`config.mk`:
```
export PLATFORM = sky130hd
export DESIGN_NAME = axonerve_kvs_stream_alu
export DESIGN_NICKNAME = d
export VERILOG_FILES = /design/src/rtl/axonerve_kvs_stream_alu_pkg.sv /design/src/rtl/axonerve_kvs_axis_fifo2.sv /design/src/rtl/axonerve_kvs_stream_alu.sv
export SDC_FILE = /design/constraint.sdc
export NUM_CORES = 2
export LEC_CHECK = 0
export CELL_PAD_IN_SITES_DETAIL_PLACEMENT = 1
export CELL_PAD_IN_SITES_GLOBAL_PLACEMENT = 2
export CORE_AREA = 5 5 656 528
export CTS_CLUSTER_DIAMETER = 60
export DETAILED_ROUTE_END_ITERATION = 6
export DIE_AREA = 0 0 661 533
export PLACE_DENSITY = 0.82
export SKIP_CTS_REPAIR_TIMING = 1
export SLEW_MARGIN = 20
export SYNTH_ARGS = -nofsm -noshare
export SYNTH_HDL_FRONTEND = slang
export SYNTH_HIERARCHICAL = 1
export SYNTH_SLANG_ARGS = --single-unit
export TNS_END_PERCENT = 1
```
`constraint.sdc`:
```
create_clock -name aclk -period 32.9 [get_ports aclk]
set_clock_uncertainty 0.1 [all_clocks]
set_input_delay 4.935 -clock aclk [delete_from_list [all_inputs] [get_ports aclk]]
set_output_delay 4.935 -clock aclk [all_outputs]
set_load 0.02 [all_outputs]
```
`src/rtl/axonerve_kvs_stream_alu_pkg.sv`:
```
// Shared definitions for the KVS stream ALU: mode encodings and the per-lane operation.
// Lanes up to 64 bits are handled by computing in 65 bits and masking to the lane width.
package axonerve_kvs_stream_alu_pkg;

  typedef enum logic [1:0] {
    MODE_ADD  = 2'b00,
    MODE_SUB  = 2'b01,
    MODE_SAT  = 2'b10,
    MODE_PASS = 2'b11
  } alu_mode_e;

  // Returns {sat_flag, result}; only the low lw bits of the result are meaningful.
  function automatic logic [64:0] lane_op(input alu_mode_e mode, input logic [63:0] lane,
                                          input logic [63:0] cst, input logic [6:0] lw);
    logic [64:0] mask;
    logic [64:0] a;
    logic [64:0] b;
    logic [64:0] sum;
    logic [64:0] res;
    logic        sat;
    mask = (65'd1 << lw) - 65'd1;
    a    = {1'b0, lane} & mask;
    b    = {1'b0, cst} & mask;
    sum  = a + b;
    sat  = 1'b0;
    case (mode)
      MODE_ADD: res = sum & mask;
      MODE_SUB: res = (a - b) & mask;
      MODE_SAT: begin
        sat = sum[lw];
        res = sat ? mask : sum;
      end
      default:  res = a;
    endcase
    return {sat, res[63:0]};
  endfunction

endpackage

```
`src/rtl/axonerve_kvs_axis_fifo2.sv`:
```
// Two-entry output buffer; o_dat is valid in the same cycle as o_vld (no read latency).
// Push is accepted when not full or when a pop happens in the same cycle; pop is ignored when empty.
module axonerve_kvs_axis_fifo2 #(
  parameter int W = 8
) (
  input  logic         clk,
  input  logic         rst_n,
  input  logic         i_push,
  input  logic [W-1:0] i_dat,
  input  logic         i_pop,
  output logic         o_vld,
  output logic [W-1:0] o_dat,
  output logic [1:0]   o_occ
);

  logic [W-1:0] r_mem [2];
  logic         r_wptr;
  logic         r_rptr;
  logic [1:0]   r_occ;
  logic         w_do_pop;
  logic         w_do_push;

  assign w_do_pop  = i_pop & (r_occ != 2'd0);
  assign w_do_push = i_push & ((r_occ != 2'd2) | w_do_pop);

  always_ff @(posedge clk or negedge rst_n) begin
    if (!rst_n) begin
      r_wptr <= 1'b0;
      r_rptr <= 1'b0;
      r_occ  <= 2'd0;
    end else begin
      if (w_do_push) r_wptr <= ~r_wptr;
      if (w_do_pop)  r_rptr <= ~r_rptr;
      r_occ <= r_occ + {1'b0, w_do_push} - {1'b0, w_do_pop};
    end
  end

  // When full, a simultaneous push overwrites the slot being popped this cycle.
  always_ff @(posedge clk) begin
    if (w_do_push) r_mem[r_wptr] <= i_dat;
  end

  assign o_vld = (r_occ != 2'd0);
  assign o_dat = r_mem[r_rptr];
  assign o_occ = r_occ;

endmodule

```
`src/rtl/axonerve_kvs_stream_alu.sv`:
```
// Lane-wise AXIS ALU (add/sub/sat-add/pass with a per-packet constant); 2-cycle latency into an empty buffer.
// s_axis_tready depends only on registered occupancy, never on m_axis_tready. Counters need AXONERVE_KVS_STREAM_ALU_STATS_EN.
module axonerve_kvs_stream_alu
  import axonerve_kvs_stream_alu_pkg::*;
#(
  parameter int C_AXIS_TDATA_WIDTH = 512,
  parameter int C_LANE_WIDTH       = 32,
  parameter int C_STAT_WIDTH       = 32
) (
  input  logic                            aclk,
  input  logic                            aresetn,
  input  logic [C_LANE_WIDTH-1:0]         ctrl_constant,
  input  logic [1:0]                      ctrl_mode,
  input  logic                            s_axis_tvalid,
  output logic                            s_axis_tready,
  input  logic [C_AXIS_TDATA_WIDTH-1:0]   s_axis_tdata,
  input  logic [C_AXIS_TDATA_WIDTH/8-1:0] s_axis_tkeep,
  input  logic                            s_axis_tlast,
  output logic                            m_axis_tvalid,
  input  logic                            m_axis_tready,
  output logic [C_AXIS_TDATA_WIDTH-1:0]   m_axis_tdata,
  output logic [C_AXIS_TDATA_WIDTH/8-1:0] m_axis_tkeep,
  output logic                            m_axis_tlast,
  output logic [C_STAT_WIDTH-1:0]         stat_pkt_count,
  output logic [C_STAT_WIDTH-1:0]         stat_beat_count,
  output logic [C_STAT_WIDTH-1:0]         stat_sat_count
);

  localparam int NL = C_AXIS_TDATA_WIDTH / C_LANE_WIDTH;
  localparam int KW = C_AXIS_TDATA_WIDTH / 8;
  localparam int PW = C_AXIS_TDATA_WIDTH + KW + 1;

  logic                          r_in_pkt;
  logic [C_LANE_WIDTH-1:0]       r_op_const;
  alu_mode_e                     r_op_mode;
  logic                          r_s1_vld;
  logic [C_AXIS_TDATA_WIDTH-1:0] r_s1_dat;
  logic [KW-1:0]                 r_s1_keep;
  logic                          r_s1_last;

  logic                          w_in_hs;
  logic [C_LANE_WIDTH-1:0]       w_const;
  alu_mode_e                     w_mode;
  logic [C_AXIS_TDATA_WIDTH-1:0] w_res;
  logic [NL-1:0]                 w_sat;
  logic                          w_pop;
  logic                          w_s1_move;
  logic [1:0]                    w_occ;
  logic [2:0]                    w_fill;
  logic [PW-1:0]                 w_fifo_dat;

  assign w_in_hs = s_axis_tvalid & s_axis_tready;
  // The first beat of a packet uses the live ctrl inputs, later beats the latched copy.
  assign w_const = r_in_pkt ? r_op_const : ctrl_constant;
  assign w_mode  = r_in_pkt ? r_op_mode : alu_mode_e'(ctrl_mode);

  for (genvar i = 0; i < NL; i++) begin : g_lane
    logic [64:0] w_op;
    assign w_op = lane_op(w_mode, 64'(s_axis_tdata[i*C_LANE_WIDTH +: C_LANE_WIDTH]),
                          64'(w_const), 7'(C_LANE_WIDTH));
    assign w_res[i*C_LANE_WIDTH +: C_LANE_WIDTH] = w_op[C_LANE_WIDTH-1:0];
    assign w_sat[i] = w_op[64];
    if (C_LANE_WIDTH < 64) begin : g_hi
      logic w_unused_hi;
      assign w_unused_hi = ^w_op[63:C_LANE_WIDTH];
    end
  end

  always_ff @(posedge aclk or negedge aresetn) begin
    if (!aresetn) begin
      r_in_pkt   <= 1'b0;
      r_op_const <= '0;
      r_op_mode  <= MODE_ADD;
    end else if (w_in_hs) begin
      if (!r_in_pkt) begin
        r_op_const <= ctrl_constant;
        r_op_mode  <= alu_mode_e'(ctrl_mode);
      end
      r_in_pkt <= ~s_axis_tlast;
    end
  end

  assign w_pop     = m_axis_tvalid & m_axis_tready;
  assign w_s1_move = r_s1_vld & ((w_occ != 2'd2) | w_pop);

  always_ff @(posedge aclk or negedge aresetn) begin
    if (!aresetn) begin
      r_s1_vld  <= 1'b0;
      r_s1_dat  <= '0;
      r_s1_keep <= '0;
      r_s1_last <= 1'b0;
    end else begin
      if (w_in_hs) begin
        r_s1_vld  <= 1'b1;
        r_s1_dat  <= w_res;
        r_s1_keep <= s_axis_tkeep;
        r_s1_last <= s_axis_tlast;
      end else if (w_s1_move) begin
        r_s1_vld  <= 1'b0;
      end
    end
  end

  // Three beats can be in flight (S1 plus two buffered), so ready never waits on the sink.
  assign w_fill        = {1'b0, w_occ} + {2'b0, r_s1_vld};
  assign s_axis_tready = aresetn & (w_fill < 3'd3);

  axonerve_kvs_axis_fifo2 #(
    .W (PW)
  ) u_fifo (
    .clk    (aclk),
    .rst_n  (aresetn),
    .i_push (w_s1_move),
    .i_dat  ({r_s1_dat, r_s1_keep, r_s1_last}),
    .i_pop  (w_pop),
    .o_vld  (m_axis_tvalid),
    .o_dat  (w_fifo_dat),
    .o_occ  (w_occ)
  );

  assign {m_axis_tdata, m_axis_tkeep, m_axis_tlast} = w_fifo_dat;

`ifdef AXONERVE_KVS_STREAM_ALU_STATS_EN
  logic                    r_s1_sat;
  logic [C_STAT_WIDTH-1:0] r_pkt_cnt;
  logic [C_STAT_WIDTH-1:0] r_beat_cnt;
  logic [C_STAT_WIDTH-1:0] r_sat_cnt;

  always_ff @(posedge aclk or negedge aresetn) begin
    if (!aresetn) begin
      r_s1_sat   <= 1'b0;
      r_pkt_cnt  <= '0;
      r_beat_cnt <= '0;
      r_sat_cnt  <= '0;
    end else begin
      if (w_in_hs) begin
        r_s1_sat   <= |w_sat;
        r_beat_cnt <= r_beat_cnt + C_STAT_WIDTH'(1);
        if (s_axis_tlast) r_pkt_cnt <= r_pkt_cnt + C_STAT_WIDTH'(1);
      end
      if (w_s1_move && r_s1_sat) r_sat_cnt <= r_sat_cnt + C_STAT_WIDTH'(1);
    end
  end

  assign stat_pkt_count  = r_pkt_cnt;
  assign stat_beat_count = r_beat_cnt;
  assign stat_sat_count  = r_sat_cnt;
`else
  logic w_unused_sat;
  assign w_unused_sat    = ^w_sat;
  assign stat_pkt_count  = '0;
  assign stat_beat_count = '0;
  assign stat_sat_count  = '0;
`endif

endmodule

```
==> summary.md <==
| Metric | Value |
|---|---|
| Synth area leaders | edfxtp_1, dfrtp_1, ha_1 |
| Endpoint type of the worst setup path | primary output |
| GRT Util Overall | 33.0% |
| Ys flop type | edfxtp_1 |
| Starting density of the core | 36.7% |
| Final Cell Area | 149000 µm² |
| MaxCap Viol Count | 0 |
| Max Freq | 86.4 MHz |
| Clock insertion delay at the later pin of the skew report | 0.96 ns |
| Peak VDD IR | 0.0000813 V |
| Cell variety after synth | 89 |
| Synth async-reset ratio | 34.8% |
| Metal3 WL | 51.8 mm |
| I/O Buffers | 1193 |
| Drt via density | 5.98 |
| Final #Nets | 15500 |
| Avg WL per Cell | 32.8 µm |
| DR vias | 111000 |
| Reg2reg setup slack | 24.78 ns |
| Antenna-violating nets left | 0 |
| Required time of the critical path | 27.86 ns |
| Pre-Repair DR Iteration Count | 5 |
| Die height | 533 µm |
| CTS tree | yes |
| Setup crit end | m_axis_tkeep[43] |
| Slew @ Worst Pin | 1.22 ns |
| Final Hold Fails | 0 |
| Inst Count DP | 18100 |
| CTS Sinks | 1771 |
| CTS buffer count | 219 |
| Hold_ws | 0.345 ns |
| Initial antenna violation count | 175 |
| Flops & latches, synth | 1771 |
| Rows | 192 |
| Layout Utilization | 43.9% |
| Total power | 18.3 mW |
| Residual DRC | 0 |
| Final setup fails | 0 |
| Mapped cell area | 125000 µm² |
| GPL Wtd Cong | 0.947 |
| Ports | 1290 |
| WP data arrival | 6.55 ns |
| RSZ-0062 raised after global routing | false |
| Post-synth top area share | 27.8% |
| Non-filler cells, final | 18600 |
| Register area share after synthesis | 40.1% |
| Delay-heaviest family, CP | buffers and inverters |
| DR top layer | met5 |
| GRT overflow | 0 |
| Worst setup SP type | register |
| Most used cell, CP | buf_4 |
| Clk buf depth | 4 |
| Pwr/cell area | 122 nW/µm² |
| CTS root buf | clkbuf_16 |
| Initial DRC Count | 12100 |
| Reg2Reg Capture Point | r_s1_dat[252]$_DFFE_PN0P_ |
| Die W | 661 µm |
| Slew HR | 18.4% |
| Crit. path cell count | 6 |
| Period minus WS final | 11.58 ns |
| Placement Cell Area | 142000 µm² |
| M1 wire length | 255 mm |
| Yosys warns | 6 |
| Clk slew on worst S/H paths | 0.06 ns |
| Worst flop-to-flop path startpoint | r_in_pkt$_DFFE_PN0P_ |
| Vias in the first global route | 109000 |
| Post-synth EDFFs | 1154 |
| Static leakage | 59.7 nW |
| Synthesized area per cell | 9.78 µm² |
| CP cell instances | buf_4 > buf_4 > buf_4 > buf_4 > mux2_2 > clkdlybuf4s50_1 |
| Synth-to-Final Area Change | 19.6% |
| Hold crit path type | register to register |
| Outcome | completed |
| Sum of negative setup slack | 0 ns |
| Place WS | 21.15 ns |
| # H-tree levels | 4 |
| Launch point of the worst path | u_fifo/r_rptr$_DFFE_PN0P_ |
| FF-to-FF path depth | 15 |
| Slowest Stage Delay on Critical Path | 1.09 ns |
| Largest area contributor in the netlist | edfxtp_1 |
| Crit path buf inv count | 5 |
| First-pass GRT wire length | 844 mm |
| Fin worst setup slack | 21.32 ns |
| Final Cycle Share | 35.2% |
| Layout cell share with drive strength beyond 1 | 9.67% |
| Mapped Cells | 12800 |
| CP Class | register to primary output |
| DP HPWL | 447 mm |
| Crit Path Max Fanout | 55 |
| Die Area | 352000 µm² |
| Crit path max-delay cell type | dfrtp_4 |
| WL final | 609 mm |
| WL met2 | 265 mm |
| Pin count of the biggest net entering global routing | 224 |
| Slew Limit Fails | 0 |
| Core area | 340000 µm² |
==> worst min path at each step <==
stage | endpoint | depth (start not counted) | startpoint
6_report | u_fifo/r_mem[0][68]$_DFFE_PP_ | 0 | r_s1_dat[3]$_DFFE_PN0P_
5_1_grt | u_fifo/r_mem[0][68]$_DFFE_PP_ | 0 | r_s1_dat[3]$_DFFE_PN0P_
4_1_cts | u_fifo/r_mem[0][68]$_DFFE_PP_ | 0 | r_s1_dat[3]$_DFFE_PN0P_
3_5_place_dp | u_fifo/r_mem[0][239]$_DFFE_PP_ | 0 | r_s1_dat[174]$_DFFE_PN0P_
3_3_place_gp | u_fifo/r_mem[0][148]$_DFFE_PP_ | 0 | r_s1_dat[83]$_DFFE_PN0P_
2_1_floorplan | u_fifo/r_mem[0][154]$_DFFE_PP_ | 0 | r_s1_dat[89]$_DFFE_PN0P_
==> state kept, by name (all words and copies together), names as in the netlist, 2 cells and up <==
name	flops
r_op_const	32
r_op_mode	2
r_s1_dat	512
r_s1_keep	64
u_fifo/o_occ	2
u_fifo/r_mem	1154
==> synthesized netlist by cell type, types with 122 or more instances <==
master / number
nor2_1: 912
nor3_1: 238
inv_1: 558
a21o_1: 204
nand2b_1: 140
edfxtp_1: 1154
clkbuf_1: 525
o21ai_0: 1065
nand2_1: 1089
o22ai_1: 340
xnor2_1: 474
dfrtp_1: 617
ha_1: 1101
nor2b_1: 134
o21bai_1: 205
a211oi_1: 122
a31oi_1: 123
a21oi_1: 1180
o31ai_1: 138
nand3_1: 173
mux2_4: 500
==> cells by family after synthesis <==
kind of cell	synth area share, %
buffers and inverters	4.68
other	0.00300
AOI/OAI and AO/OA	20.8
and+or+nand+nor	11.5
muxes	7.39
DFF	40.1
xor gates and xnor gates	4.00
adders and majority gates	11.5
==> power breakdown <==
| part | switching [mW] | leakage (nW) | total [mW] | internal [mW] |
|---|---|---|---|---|
| combinational | 7.68 | 37.9 | 11.8 | 4.16 |
| sequential | 0.581 | 18.1 | 3.91 | 3.32 |
| clock | 1.10 | 3.66 | 2.55 | 1.45 |
==> layer usage <==
layer	track usage, %	vias up
met4	18.0	60
met2	49.7	5096
met1	44.4	55900
met3	6.63	1136
li1	-	49000
met5	0	-
==> final cells by class <==
cell class / count / area [µm²]
flip-flops and latches: 1771 / 50100
multi-input cells: 9765 / 69900
diodes: 107 / 268
well taps: 4559 / 5700
inverters: 567 / 2160
clock buffers: 269 / 5820
fillers: 37900 / 191000
clock inverters: 143 / 1730
repair buffers: 1407 / 13700
==> layout by cell type (no fill, tap or decap), drive strengths merged, types with 204 or more instances in the layout <==
cell type / synthesis / final
clkdlybuf4s50: 0 / 1192
a21oi: 1180 / 1180
edfxtp: 1154 / 1154
ha: 1101 / 1101
nand2: 1089 / 1089
o21ai: 1068 / 1068
nor2: 913 / 913
dfrtp: 617 / 617
mux2: 588 / 588
inv: 558 / 581
xnor2: 474 / 474
o22ai: 340 / 340
clkbuf: 525 / 269
nor3: 238 / 238
buf: 235 / 215
o21bai: 205 / 205
a21o: 204 / 204
==> worst reg2reg max path, stage by stage, from the launching register on <==
cell,delay [ns]
dfrtp_4,0.89
buf_4,0.73
mux2i_4,0.35
buf_4,0.82
clkinv_2,0.94
buf_4,0.55
ha_1,0.35
a221oi_1,0.54
o31a_1,0.41
o211ai_1,0.21
a31o_2,0.30
a211oi_1,0.35
o22a_2,0.66
nand2_1,0.37
o221ai_1,0.27
a22oi_1,0.12
Power figures use the tool's default switching activity.
